**src/rtl/tone_sequencer.sv**
```systemverilog
// -----------------------------------------------------------------------------
// tone_sequencer
//   Frame-rate (48 kHz) controller for the I2S sine synth. Walks a note table
//   of (freq, duration) pairs held in an external synchronous ROM, inserts an
//   optional silent gap between notes, and arbitrates the table against a live
//   key request. The key always wins the synth. All outputs are registered.
//
// Build option
//   TONE_SEQ_KEY_PAUSE_EN  defined : a held key freezes the FSM and duration
//                                    counter. The interrupted note resumes
//                                    with its remaining length after release.
//                          undefined: the sequencer keeps running silently
//                                    under the key, so song timing is kept.
//
// Parameters
//   ADDR_W       note-table address width (2**ADDR_W entries)
//   DUR_W        duration / counter width, in samples
//   GAP_SAMPLES  silent samples between notes (0 = no gap)
//
// Ports
//   DACLRCLK   in   frame clock, all logic on posedge
//   rst        in   asynchronous active-high reset
//   play       in   start the sequence from address 0 (ignored while busy)
//   stop       in   abort the sequence (wins over play)
//   loop       in   restart at address 0 at the end of the table
//   key_valid  in   live key held, has priority over the sequencer
//   key_freq   in   live key frequency, Hz
//   rom_addr   out  note-table address
//   rom_freq   in   table frequency, Hz (0 = rest), valid 1 cycle after rom_addr
//   rom_dur    in   table duration, samples (0 = terminator)
//   f_out      out  frequency to the synth
//   tone_en    out  synth enable
//   busy       out  sequencer not idle
//   done       out  1-cycle pulse on normal (non-loop) completion
//   src        out  0 = sequencer drives f_out, 1 = key drives f_out
// -----------------------------------------------------------------------------
module tone_sequencer #(
  parameter int ADDR_W      = 8,
  parameter int DUR_W       = 16,
  parameter int GAP_SAMPLES = 480
) (
  input  logic              DACLRCLK,
  input  logic              rst,
  input  logic              play,
  input  logic              stop,
  input  logic              loop,
  input  logic              key_valid,
  input  logic [15:0]       key_freq,
  output logic [ADDR_W-1:0] rom_addr,
  input  logic [15:0]       rom_freq,
  input  logic [DUR_W-1:0]  rom_dur,
  output logic [15:0]       f_out,
  output logic              tone_en,
  output logic              busy,
  output logic              done,
  output logic              src
);

  if (GAP_SAMPLES < 0 || (GAP_SAMPLES > 0 && ((GAP_SAMPLES - 1) >> DUR_W) != 0)) begin : g_gap_chk
    $error("tone_sequencer: GAP_SAMPLES-1 does not fit in DUR_W bits");
  end

  localparam bit               HAS_GAP  = (GAP_SAMPLES > 0);
  localparam logic [DUR_W-1:0] GAP_LAST = DUR_W'((GAP_SAMPLES > 0) ? GAP_SAMPLES - 1 : 0);

  typedef enum logic [2:0] {IDLE, FETCH, LOAD, PLAY, GAP} state_e;

  state_e              state_q, state_d;
  logic [DUR_W-1:0]    cnt_q, cnt_d;
  logic [ADDR_W-1:0]   addr_q, addr_d;
  logic [15:0]         seq_freq_q, seq_freq_d;
  logic [15:0]         f_out_q, f_out_d;
  logic                tone_en_q, tone_en_d;
  logic                busy_q, busy_d;
  logic                done_q, done_d;
  logic                src_q, src_d;
  logic                step;
  logic                hold;

`ifdef TONE_SEQ_KEY_PAUSE_EN
  assign hold = key_valid;
`else
  assign hold = 1'b0;
`endif

  // Next-state logic. 'step' marks leaving PLAY/GAP toward the next entry;
  // stepping past the last address behaves like hitting a terminator.
  always_comb begin
    state_d    = state_q;
    cnt_d      = cnt_q;
    addr_d     = addr_q;
    seq_freq_d = seq_freq_q;
    done_d     = 1'b0;
    step       = 1'b0;
    if (stop && state_q != IDLE) begin
      state_d = IDLE;
    end else if (!hold) begin
      unique case (state_q)
        IDLE: begin
          if (play && !stop) begin
            state_d = FETCH;
            addr_d  = '0;
          end
        end
        FETCH: state_d = LOAD;
        LOAD: begin
          if (rom_dur == '0) begin
            if (loop) begin
              state_d = FETCH;
              addr_d  = '0;
            end else begin
              state_d = IDLE;
              done_d  = 1'b1;
            end
          end else begin
            state_d    = PLAY;
            seq_freq_d = rom_freq;
            cnt_d      = rom_dur - DUR_W'(1);
          end
        end
        PLAY: begin
          if (cnt_q == '0) begin
            if (HAS_GAP) begin
              state_d = GAP;
              cnt_d   = GAP_LAST;
            end else begin
              step = 1'b1;
            end
          end else begin
            cnt_d = cnt_q - DUR_W'(1);
          end
        end
        GAP: begin
          if (cnt_q == '0) step = 1'b1;
          else             cnt_d = cnt_q - DUR_W'(1);
        end
        default: state_d = IDLE;
      endcase
      if (step) begin
        if (addr_q == '1 && !loop) begin
          state_d = IDLE;
          done_d  = 1'b1;
        end else begin
          // with loop set, the increment wraps naturally to address 0
          state_d = FETCH;
          addr_d  = addr_q + ADDR_W'(1);
        end
      end
    end
  end

  // Arbitration looks at the next state so the first note appears on the
  // same edge that enters PLAY (two edges after play is sampled).
  always_comb begin
    f_out_d   = f_out_q;
    tone_en_d = 1'b0;
    src_d     = 1'b0;
    busy_d    = (state_d != IDLE);
    if (key_valid) begin
      f_out_d   = key_freq;
      tone_en_d = (key_freq != 16'd0);
      src_d     = 1'b1;
    end else if (state_d == PLAY) begin
      f_out_d   = seq_freq_d;
      tone_en_d = (seq_freq_d != 16'd0);
    end
  end

  always_ff @(posedge DACLRCLK or posedge rst) begin
    if (rst) begin
      state_q    <= IDLE;
      cnt_q      <= '0;
      addr_q     <= '0;
      seq_freq_q <= '0;
      f_out_q    <= '0;
      tone_en_q  <= 1'b0;
      busy_q     <= 1'b0;
      done_q     <= 1'b0;
      src_q      <= 1'b0;
    end else begin
      state_q    <= state_d;
      cnt_q      <= cnt_d;
      addr_q     <= addr_d;
      seq_freq_q <= seq_freq_d;
      f_out_q    <= f_out_d;
      tone_en_q  <= tone_en_d;
      busy_q     <= busy_d;
      done_q     <= done_d;
      src_q      <= src_d;
    end
  end

  assign rom_addr = addr_q;
  assign f_out    = f_out_q;
  assign tone_en  = tone_en_q;
  assign busy     = busy_q;
  assign done     = done_q;
  assign src      = src_q;

endmodule
```
**config.mk**
```make
export PLATFORM = sky130hd
export DESIGN_NAME = tone_sequencer
export DESIGN_NICKNAME = d
export VERILOG_FILES = /design/src/rtl/tone_sequencer.sv
export SDC_FILE = /design/constraint.sdc
export NUM_CORES = 1
export LEC_CHECK = 0
export CORE_MARGIN = 2
export CORE_UTILIZATION = 45
export DETAILED_ROUTE_END_ITERATION = 8
export GPL_TIMING_DRIVEN = 0
export PLACE_DENSITY = 0.75
export SETUP_SLACK_MARGIN = 0.15
export SYNTH_ARGS = -nofsm -noshare
export SYNTH_HDL_FRONTEND = slang
export SYNTH_SLANG_ARGS = --single-unit
```
**constraint.sdc**
```tcl
create_clock -name DACLRCLK -period 2.6 [get_ports DACLRCLK]
set_input_delay 0.78 -clock DACLRCLK [delete_from_list [all_inputs] [get_ports DACLRCLK]]
set_output_delay 0.78 -clock DACLRCLK [all_outputs]
set_load 0.02 [all_outputs]
```
---- Yosys cells after proc, flatten, opt, wreduce, memory -nomap -nowiden ----
Cells that the tools add are included.
operators by class
  add/subtract/negate cells ............... 3
  equal/unequal tests ..................... 8
  mux-type cells .......................... 35
  bitwise operators ....................... 1
  reductions and logical operators ........ 15
operators with widths
  operator               count
  $mux 16                8
  $pmux 16 s3            1
  $mux 8                 5
  $logic_not 16->1       2
  $reduce_bool 16->1     2
  $sub 16x1->16 const B  2
  $pmux 8 s2             1
  $mux 3                 5
  $pmux 3 s5             1
  $mux 1                 14
  $eq 3x2->1 const B     3
  $reduce_bool 3->1      3
  $add 8x1->8 const B    1
  $eq 8x8->1 const B     1
  $ne 2x2->1 const B     2
  $reduce_and 4->1       1
  $eq 3x1->1 const B     1
  $eq 3x3->1 const B     1
  $logic_and 1x1->1      3
  $logic_not 3->1        1
  $logic_not 1->1        2
  $reduce_bool 2->1      1
  $not 1->1              1
word-level totals
  register bits ........................... 63
  bits of input ports ..................... 54
  word-level logic and storage cells ...... 71

---- Depth between registers and ports, before layout ----
Gate-level depths: netlist of the first run.
  depth after elaboration ................. 9
  mapped depth ............................ 10

---- Worst setup path before layout of the first run ----
OpenSTA, ideal clock, no wires.
  path type ............................... in2reg
  from .................................... in rom_dur[0]
  to ...................................... reg f_out_q[0] (netlist: f_out[0])
  arrival time ............................ 2.337 ns
  required time ........................... 2.474 ns
  setup slack ............................. 0.137 ns
  cell stages on the path ................. 8
  path buffers ............................ 1
  path through ............................ inv_1 > ha_1 > nor4b_1 > nand4_1 > nand3_1 > a211oi_1 > buf_2 > a21oi_1
on the way
  longest elaborated chain between the ends .. 7
  elaborated cells on any way between the ends .. 12
  classes of those cells .................. eq/ne: 1; mux: 9; reduce/logical: 2
RTL lines
  item                                line  text
  start, declared                     51    input logic [DUR_W-1:0] rom_dur,
  $logic_not 16->1 *                  107   if (rom_dur == '0) begin
  $mux 3                              107
  $pmux 3 s5                          98    unique case (state_q)
  $mux 3                              139   if (step) begin
  $mux 3                              95    if (stop && state_q != IDLE) begin
  $eq 3x2->1                          163   end else if (state_d == PLAY) begin
  $reduce_bool 2->1 (no source line)  n/a
  end signal, assigned                185   f_out_q <= f_out_d;
  end, declared                       72    logic [15:0] f_out_q, f_out_d;
Mark *: on every way between the ends. The rest lies on a longest branch, timed or not. The select of a mux whose other input is x is not followed.
A chain may end at the register's enable or synchronous reset.

---- Worst setup path in the final report of the first run ----
  from .................................... in rom_dur[5]
  to ...................................... reg f_out_q[3] (netlist: f_out[3])
The elaborated chain is that of the path after synthesis.

==> results.sh, run 1 <==
export IMPL_drive_gt1_share_pct=19.0
export IMPL_fin_area_mm2=0.00515
export IMPL_dr_pass1_iters=5
export IMPL_gp_congestion=0.885
export IMPL_synth_top_family_by_area="simple AND/OR/NAND/NOR gates"
export IMPL_synth_distinct_cells=60
export IMPL_min_period_over_period_pct=93.8
export IMPL_grt_setup_unrepaired="yes"
export IMPL_nFillCells=642
export IMPL_dp_hpwl_um=7350
export IMPL_synth_edf_count=0
export IMPL_r2r_slack_ps=250
export IMPL_cap_violations=0
export IMPL_start_kind="input pin"
export IMPL_power_density_mw_per_mm2=858
export IMPL_avgSynthCellArea_um2=9.42
export IMPL_numCtsBuffers=9
export IMPL_htree_levels=3
export IMPL_pre_cts_ws_ps=-1020
export IMPL_reg2reg_to="cnt_q[14]"
export IMPL_grt_max_degree=34
export IMPL_dp_cells=570
export IMPL_core_mm2=0.00777
export IMPL_timing_rr_start="cnt_q[0]"
export IMPL_nets=548
export IMPL_drc=0
export IMPL_synthXorXnorAreaFrac_pct=3.37
export IMPL_yosys_area_share_simple_pct=21.5
export IMPL_cts_root_buf="clkbuf_8"
export IMPL_tritoncts="built"
export IMPL_syn_area_mm2=0.00364
export IMPL_synthAdderAreaFrac_pct=1.72
export IMPL_drtIter0Drc=260
export IMPL_finalWirelength_um=11100
export IMPL_dieHeight_um=93.9
export IMPL_holdPathStages=1
export IMPL_crit_type="input pin to register"
export IMPL_min_to="cnt_q[0]"
export IMPL_final_max_slew_violation_count=0
export IMPL_finalNonFillerCells=596
export IMPL_initial_core_util_pct=46.8
export IMPL_synth_main_ff_cell="dfrtp_1"
export IMPL_worstHoldStart="cnt_q[0]"
export IMPL_die_area_mm2=0.00882
export IMPL_vias=3570
export IMPL_fp_dieW_um=93.9
export IMPL_ys_seq_area_share_pct=43.4
export IMPL_clk_latency_ps=360
export IMPL_fin_hold_ws_ps=519
export IMPL_first_global_vias=3496
export IMPL_hold_viol_final=0
export IMPL_netlist_instances=386
export IMPL_grt_first_pass_wirelength_um=17000
export IMPL_clk_pin_slew_ps=70
export IMPL_placed_cell_area_mm2=0.00460
export IMPL_worst_ep_arrival_time_ps=2670
export IMPL_ctsLongestPathBuffers=2
export IMPL_max_freq_mhz=410
export IMPL_min_period_ps=2440
export IMPL_grtUsageTotal_pct=24.6
export IMPL_port_buffers=81
export IMPL_worstPathMaxFanout=8
export IMPL_synth_compound_area_share_pct=19.4
export IMPL_fin_ws_ps=162
export IMPL_viasPerCell=5.99
export IMPL_p_leak_nw=2.09
export IMPL_outcome="completed"
export IMPL_worst_slew_pin_slew_ps=709
export IMPL_required_ps=2830
export IMPL_synth_mux_area_share_pct=5.30
export IMPL_endpoint_kind="register"
export IMPL_rows=32
export IMPL_ir_worst_vdd_uv=578
export IMPL_hold_class="register to register"
export IMPL_ff2ff_path_depth=9
export IMPL_synthToLayoutAreaGrowth_pct=41.6
export IMPL_cts_sinks=63
export IMPL_ys_warnings_count=0
export IMPL_crit_start="rom_dur[5]"
export IMPL_diodes=0
export IMPL_skew_ps=8.60
export IMPL_top_level_ports=82
export IMPL_final_util_pct=66.3
export IMPL_synth_async_reset_ratio_pct=100
export IMPL_synth_seq_cells=63
export IMPL_setup_viol_count_final=0
export IMPL_wl_per_cell_um=18.6
export IMPL_ant_nets=0
export IMPL_slew_headroom_pct=52.7
export IMPL_antenna_found_initial=0
export IMPL_overflow=0
export IMPL_syn_nets=445
-- repair_timing --
| item | 4_1_cts | 5_1_grt |
|---|---|---|
| setup endpoints to repair | 60 | 49 |
| gates cloned | 0 | 1 |
| setup buffers | 4 | 5 |
| pin swaps | 9 | 5 |
| hold buffers | 0 | 0 |
| endpoints found under the hold margin | 0 | 0 |
| gates resized for setup | 41 | 47 |
-- Yosys cell counts, types with 9 or more instances --
master | number | area (um2)
a21oi_1 | 37 | 185
a22o_1 | 9 | 78.8
dfrtp_1 | 63 | 1580
inv_1 | 23 | 86.3
mux2i_1 | 17 | 170
nand2_1 | 22 | 82.6
nand3_1 | 12 | 60.1
nor2_1 | 23 | 86.3
nor4_1 | 24 | 150
o21ai_0 | 20 | 100
o22ai_1 | 21 | 131
xor2_1 | 9 | 78.8
-- cell type report --
type                            count  area [um2]  share of cell area [%]
Multi-Input combinational cell    283        2140                    41.6
Sequential cell                    63        1580                    30.6
Timing Repair Buffer               92         881                    17.1
Clock buffer                       10         138                    2.67
Tap cell                          102         128                    2.48
Buffer                             16         125                    2.43
Inverter                           24        93.8                    1.82
Clock inverter                      6        67.6                    1.31
-- metrics by stage --
step,total power [mW],setup TNS (ps)
floorplan,2.57,0
global placement,3.10,-94750
detailed placement,3.14,-41620
CTS,4.12,0
global route,4.65,0
finish,4.42,0
-- flip-flops by register name, indices dropped and copies added (netlist names) --
| name | flops |
|---|---|
| cnt_q | 16 |
| f_out | 16 |
| seq_freq_q | 16 |
| rom_addr | 8 |
| state_q | 3 |
| busy | 1 |
| done | 1 |
| src | 1 |
| tone_en | 1 |
-- cell usage in the layout (no fill, tap or decap), drive strengths merged, types with 3 or more instances in the layout --
cell,instances
clkdlybuf4s50,65
dfrtp,63
a21oi,38
inv,25
nor4,25
clkbuf,24
nor2,23
nand2,22
o21ai,22
o22ai,21
buf,20
mux2i,17
nand3,12
a22o,9
xor2,9
dlygate4sd2,9
nand4,8
nor3,8
or3,6
xnor2,5
nor2b,5
ha,5
nor3b,4
and4,3
nor4b,3
o31a,3
clkinvlp,3
or4,3
nand2b,3
or2,3
and2,3
-- cells by family (layout without fill, tap and decap cells) --
kind of cell | count (synthesis) | count (layout)
multiplexers | 19 | 19
adder cells (fa/ha/maj) | 5 | 5
XOR/XNOR | 14 | 14
AND/OR/NAND/NOR | 133 | 133
flip-flops | 63 | 63
buffers and inverters | 40 | 148
AO/OA/AOI/OAI | 112 | 112
-- power by group --
| group | switching [mW] | leakage, nW | total, mW | internal [mW] |
|---|---|---|---|---|
| combinational | 0.971 | 1.23 | 1.85 | 0.879 |
| sequential | 0.342 | 0.764 | 1.66 | 1.32 |
| clock | 0.435 | 0.0993 | 0.909 | 0.473 |
-- worst max-delay path, cell delays in order --
cell and delay, ps:
dlygate4sd2_1 290, nor4_2 290, nand4_1 290, nor2b_4 230
nand2b_1 100, buf_6 170, buf_6 170, mux2i_4 240
a21oi_1 100
-- worst max path at each step --
stage / slack [ps] / endpoint / cells after the start
finish: 160 / f_out[3] / 9
global route: 90 / f_out[3] / 9
CTS: 150 / f_out[3] / 10
detailed placement: -1020 / f_out[4] / 10
global placement: -990 / f_out[8] / 10
floorplan: 160 / cnt_q[14] / 8
-- layer usage --
metal	routed length, um	up-vias	GRT usage [%]	part of all wire, %
met5	0	-	0	0
met4	152	0	6.40	1.4
met3	531	13	6.50	4.8
met2	5570	119	41.8	50
met1	4840	1776	31.2	44
li1	-	1662	-	-
No activity file was read; power rests on OpenSTA's default activity.
==> inputs of run 2 (changes only) <==
--- a/config.mk
+++ b/config.mk
@@ -5,11 +5,11 @@
 export SDC_FILE = /design/constraint.sdc
 export NUM_CORES = 1
 export LEC_CHECK = 0
-export CORE_MARGIN = 2
+export CORE_ASPECT_RATIO = 2
 export CORE_UTILIZATION = 45
 export DETAILED_ROUTE_END_ITERATION = 8
 export GPL_TIMING_DRIVEN = 0
-export PLACE_DENSITY = 0.75
+export PLACE_DENSITY = 0.78
 export SETUP_SLACK_MARGIN = 0.15
 export SYNTH_ARGS = -nofsm -noshare
 export SYNTH_HDL_FRONTEND = slang
==> run 2 against run 1 <==
Compared with the run above: utilization rose by 1.4 points; die area fell by 4.0%; global-route usage rose by 5.7 points; non-clock buffer count rose by 11; worst setup slack got worse by 33 ps.
==> results.sh, run 2 (same netlist as run 1, synthesis figures left out) <==
export IMPL_outcome="completed"
export IMPL_worstHoldStart="rom_addr[6]"
export IMPL_grt_setup_unrepaired="yes"
export IMPL_dr_pass1_iters=5
export IMPL_nFillCells=581
export IMPL_final_common_cell="clkdlybuf4s50_1"
export IMPL_grt_max_degree=42
export IMPL_initial_core_util_pct=46.1
export IMPL_dieHeight_um=129
export IMPL_wl_met3_um=518
export IMPL_cp_buffers_inverters=2
export IMPL_dr_wl_met2_um=6750
export IMPL_wl_met1_um=4170
export IMPL_drc=0
export IMPL_clk_pin_slew_ps=50
export IMPL_numCtsBuffers=9
export IMPL_diodes=0
export IMPL_max_freq_mhz=405
export IMPL_overflow=0
export IMPL_setup_viol_count_final=0
export IMPL_skew_ps=3.43
export IMPL_antenna_found_initial=0
export IMPL_drive_gt1_share_pct=20.4
export IMPL_synthToLayoutAreaGrowth_pct=46.8
export IMPL_core_mm2=0.00789
export IMPL_ff2ff_path_depth=6
export IMPL_worst_slew_pin_slew_ps=553
export IMPL_fin_hold_ws_ps=519
export IMPL_rows=46
export IMPL_p_leak_nw=2.23
export IMPL_wl_per_cell_um=20.1
export IMPL_pre_cts_ws_ps=-1130
export IMPL_layout_common_cells="65 x clkdlybuf4s50_1, 63 x dfrtp_1, 33 x a21oi_1"
export IMPL_worst_ep_arrival_time_ps=2690
export IMPL_min_period_over_period_pct=95.0
export IMPL_first_global_vias=3851
export IMPL_min_period_ps=2470
export IMPL_r2r_slack_ps=250
export IMPL_setup_tns_ps=0
export IMPL_grt_first_pass_wirelength_um=19100
export IMPL_ctsLongestPathBuffers=2
export IMPL_clk_latency_ps=330
export IMPL_viasPerCell=6.13
export IMPL_die_area_mm2=0.00847
export IMPL_required_ps=2820
export IMPL_worstPathMaxFanout=10
export IMPL_finalWirelength_um=12100
export IMPL_cts_root_buf="clkbuf_16"
export IMPL_crit_family="compound AO/OA/AOI/OAI gates"
export IMPL_slowest_stage="clkdlybuf4s50_1"
export IMPL_crit_type="input pin to register"
export IMPL_ir_worst_vdd_uv=622
export IMPL_slew_headroom_pct=62.8
export IMPL_timing_rr_start="cnt_q[6]"
export IMPL_holdPathStages=1
export IMPL_fp_dieW_um=65.6
export IMPL_port_buffers=81
export IMPL_start_kind="input pin"
export IMPL_hold_viol_final=0
export IMPL_ctsHoldBuffers=0
export IMPL_top_layer="met4"
export IMPL_tritoncts="built"
export IMPL_gp_congestion=0.937
export IMPL_drtIter0Drc=242
export IMPL_final_max_slew_violation_count=0
export IMPL_reg2reg_to="rom_addr[3]"
export IMPL_endpoint_kind="register"
export IMPL_grtUsageTotal_pct=30.4
export IMPL_cts_sinks=63
export IMPL_nets=559
export IMPL_cap_violations=0
export IMPL_ant_nets=0
export IMPL_dp_hpwl_um=8110
export IMPL_fin_ws_ps=129
export IMPL_path_cells="clkdlybuf4s50_1 -> buf_4 -> o31a_1 -> nor4_2 -> a21oi_4 -> a21o_1 -> a22o_1"
export IMPL_htree_levels=3
export IMPL_min_to="rom_addr[6]"
export IMPL_vias=3684
export IMPL_cp_slowest_stage_delay_ps=490
export IMPL_top_level_ports=82
export IMPL_power_density_mw_per_mm2=926
export IMPL_hold_class="register to register"
## run 2: changes by cell type in the layout (fill, tap and decap cells not counted), sizes merged
cell,before,now
buf,20,33
bufinv,1,3
clkbuf,24,18
clkdlybuf4s15,0,3
clkinv,1,2
inv,25,23
## run 2: worst max-delay path by stage
stage	from	to	slack [ps]	depth (start not counted)
floorplan	rom_dur[0]	cnt_q[14]	160	8
global placement	rom_dur[0]	f_out[5]	-1080	10
detailed placement	rom_dur[0]	f_out[4]	-1130	10
CTS	stop	rom_addr[5]	150	7
global route	stop	rom_addr[3]	40	7
finish	stop	rom_addr[3]	130	7
## run 2: routing by layer
metal  up-vias  GRT usage [%]
li1       1676              -
met1      1796           29.3
met2       165           56.3
met3        47           5.90
met4         0           19.8
met5         -              0
## run 2: cell type report
type	instances	area (um2)	share of cell area [%]
multi-input cells	283	2060	38.7
flip-flops and latches	63	1580	29.5
repair buffers	103	991	18.6
clock buffers	9	225	4.22
plain buffers	16	148	2.77
clock inverters	7	121	2.27
well taps	96	120	2.25
inverters	24	90.1	1.69
## run 2: repair_timing
| item | 4_1_cts | 5_1_grt |
|---|---|---|
| pin swaps | 11 | 11 |
| buffers inserted | 11 | 7 |
| gates resized for setup | 58 | 38 |
| endpoints found under the setup margin | 60 | 43 |
| cloned | 3 | 0 |
## run 2: through the flow
| stage | cell area, um2 | util (%) | total power, mW | instances |
|---|---|---|---|---|
| CTS | 5190 | 65.8 | 4.80 | 594 |
| detailed placement | 4590 | 58.2 | 3.18 | 564 |
| global route | 5340 | 67.7 | 5.18 | 601 |
| floorplan | 3640 | - | 2.57 | 386 |
| finish | 5340 | 67.7 | 4.94 | 601 |
| global placement | 4570 | 58.0 | 3.13 | 563 |
## run 2: power by group
group / leakage [nW] / internal, mW / switching (mW)
logic: 1.30 / 0.884 / 1.02
registers: 0.764 / 1.32 / 0.318
clock network: 0.158 / 0.937 / 0.459
total: 2.23 / 3.14 / 1.80
==> inputs of run 3 (changes only) <==
--- a/config.mk
+++ b/config.mk
@@ -14,3 +14,4 @@
 export SYNTH_ARGS = -nofsm -noshare
 export SYNTH_HDL_FRONTEND = slang
 export SYNTH_SLANG_ARGS = --single-unit
+export TNS_END_PERCENT = 5
==> run 3 against run 2 <==
Compared with the run above: non-clock buffer count is 9 higher; global-route usage fell by 0.69 points; combinational power grew 7%; sequential cell count did not move; sequential share of layout area fell by 0.60 points; first-iteration DRC count decreased by 3.7%; total power grew 3.1%; utilization increased by 1.4 points; largest cell class unchanged; hold slack lost 2.2 ps; die area did not move; wire length grew 1.4%; maximum frequency about the same.
==> results.sh, run 3 (same netlist as run 1, synthesis figures left out) <==
export IMPL_worst_ep_arrival_time_ps=2690
export IMPL_power_mw=5.10
export IMPL_crit_family="buffers and inverters"
export IMPL_final_common_cell="clkdlybuf4s50_1"
export IMPL_tritoncts="built"
export IMPL_first_global_vias=3837
export IMPL_grt_first_pass_wirelength_um=18800
export IMPL_worst_slew_pin_slew_ps=710
export IMPL_required_ps=2820
export IMPL_hold_viol_final=0
export IMPL_pre_cts_ws_ps=-1130
export IMPL_placed_cell_area_mm2=0.00459
export IMPL_min_period_over_period_pct=95.0
export IMPL_grtUsageTotal_pct=29.7
export IMPL_setup_tns_ps=0
export IMPL_final_util_pct=69.1
export IMPL_cap_violations=0
export IMPL_gp_congestion=0.937
export IMPL_wl_per_cell_um=20.1
export IMPL_setup_viol_count_final=0
export IMPL_viasPerCell=6.19
export IMPL_numCtsBuffers=9
export IMPL_grt_max_degree=42
export IMPL_crit_type="input pin to register"
export IMPL_drc=0
export IMPL_finalNonFillerCells=610
export IMPL_diodes=0
export IMPL_slew_headroom_pct=52.5
export IMPL_clk_latency_ps=330
export IMPL_layout_common_cells="64 x clkdlybuf4s50_1, 63 x dfrtp_1, 32 x a21oi_1"
export IMPL_min_period_ps=2470
export IMPL_fin_ws_ps=129
export IMPL_htree_levels=3
export IMPL_power_density_mw_per_mm2=936
export IMPL_finalWirelength_um=12300
export IMPL_cp_buffers_inverters=5
export IMPL_drive_gt1_share_pct=21.4
export IMPL_dr_pass1_iters=5
export IMPL_nets=568
export IMPL_dieHeight_um=129
export IMPL_top_level_ports=82
export IMPL_cp_slowest_stage_delay_ps=480
export IMPL_fin_area_mm2=0.00545
export IMPL_die_area_mm2=0.00847
export IMPL_port_buffers=81
export IMPL_final_max_slew_violation_count=0
export IMPL_synthToLayoutAreaGrowth_pct=49.8
export IMPL_cpMostUsedCell="buf_4"
export IMPL_initial_core_util_pct=46.1
export IMPL_start_kind="input pin"
export IMPL_cts_sinks=63
export IMPL_clk_pin_slew_ps=50
export IMPL_endpoint_kind="register"
export IMPL_slowest_stage="clkdlybuf4s50_1"
export IMPL_ir_worst_vdd_uv=619
export IMPL_cts_root_buf="clkbuf_16"
export IMPL_worstPathMaxFanout=10
export IMPL_rows=46
export IMPL_grt_setup_unrepaired="yes"
export IMPL_path_cells="clkdlybuf4s50_1 -> clkbuf_4 -> o31a_1 -> buf_4 -> a221oi_4 -> buf_4 -> buf_8 -> nand2_4 -> o2bb2ai_4"
export IMPL_ctsLongestPathBuffers=2
export IMPL_max_freq_mhz=405
export IMPL_dp_cells=564
export IMPL_fin_hold_ws_ps=517
export IMPL_core_mm2=0.00789
export IMPL_overflow=0
export IMPL_p_leak_nw=2.31
export IMPL_fp_dieW_um=65.6
export IMPL_vias=3773
export IMPL_skew_ps=3.51
export IMPL_antenna_found_initial=0
export IMPL_drtIter0Drc=233
export IMPL_outcome="completed"
export IMPL_ant_nets=0
export IMPL_dp_hpwl_um=8110
export IMPL_hold_class="register to register"
-- run 3: changes by cell type in the layout (fill, tap and decap cells not counted), sizes merged --
cell           change
clkdlybuf4s50      -1
dlygate4sd2        +1
buf                +7
dlymetal6s2s       +2
clkbuf             +1
clkdlybuf4s15      -1
-- run 3: what timing repair did --
action,4_1_cts,5_1_grt
endpoints found under the setup margin,60,53
hold buffers,0,0
resized for setup,51,41
setup buffers,7,20
pin swaps,9,11
cloned,2,1
-- run 3: worst paths after layout --
path                              from             to  slack, ps  depth (start not counted)
setup / recovery                  stop      cnt_q[11]        130                          9
min in group asynchronous          rst  seq_freq_q[7]        800                          2
hold reg to reg            rom_addr[6]    rom_addr[6]        520                          1
setup reg to reg            state_q[2]       cnt_q[6]        160                          7
hold / removal             rom_addr[6]    rom_addr[6]        520                          1
max in group asynchronous          rst      cnt_q[11]       1210                          3
-- run 3: cell type report --
cell class	instances	area (um2)
Tap cell	96	120
Fill cell	545	2440
Clock buffer	9	225
Inverter	24	90.1
Timing Repair Buffer	112	1090
Sequential cell	63	1580
Clock inverter	7	121
Buffer	16	148
Multi-Input combinational cell	283	2080
-- run 3: layer usage --
layer / GRT usage, % / share of wire [%] / vias up
met2: 55.6 / 56 / 163
met5: 0 / 0 / -
met4: 17.9 / 4.8 / 0
li1: - / - / 1693
met1: 28.6 / 35 / 1869
met3: 5.99 / 4.3 / 48
-- run 3: power breakdown --
group	switching (mW)	internal, mW	leakage, nW
logic	1.07	0.982	1.38
registers	0.323	1.32	0.764
clock network	0.463	0.937	0.158
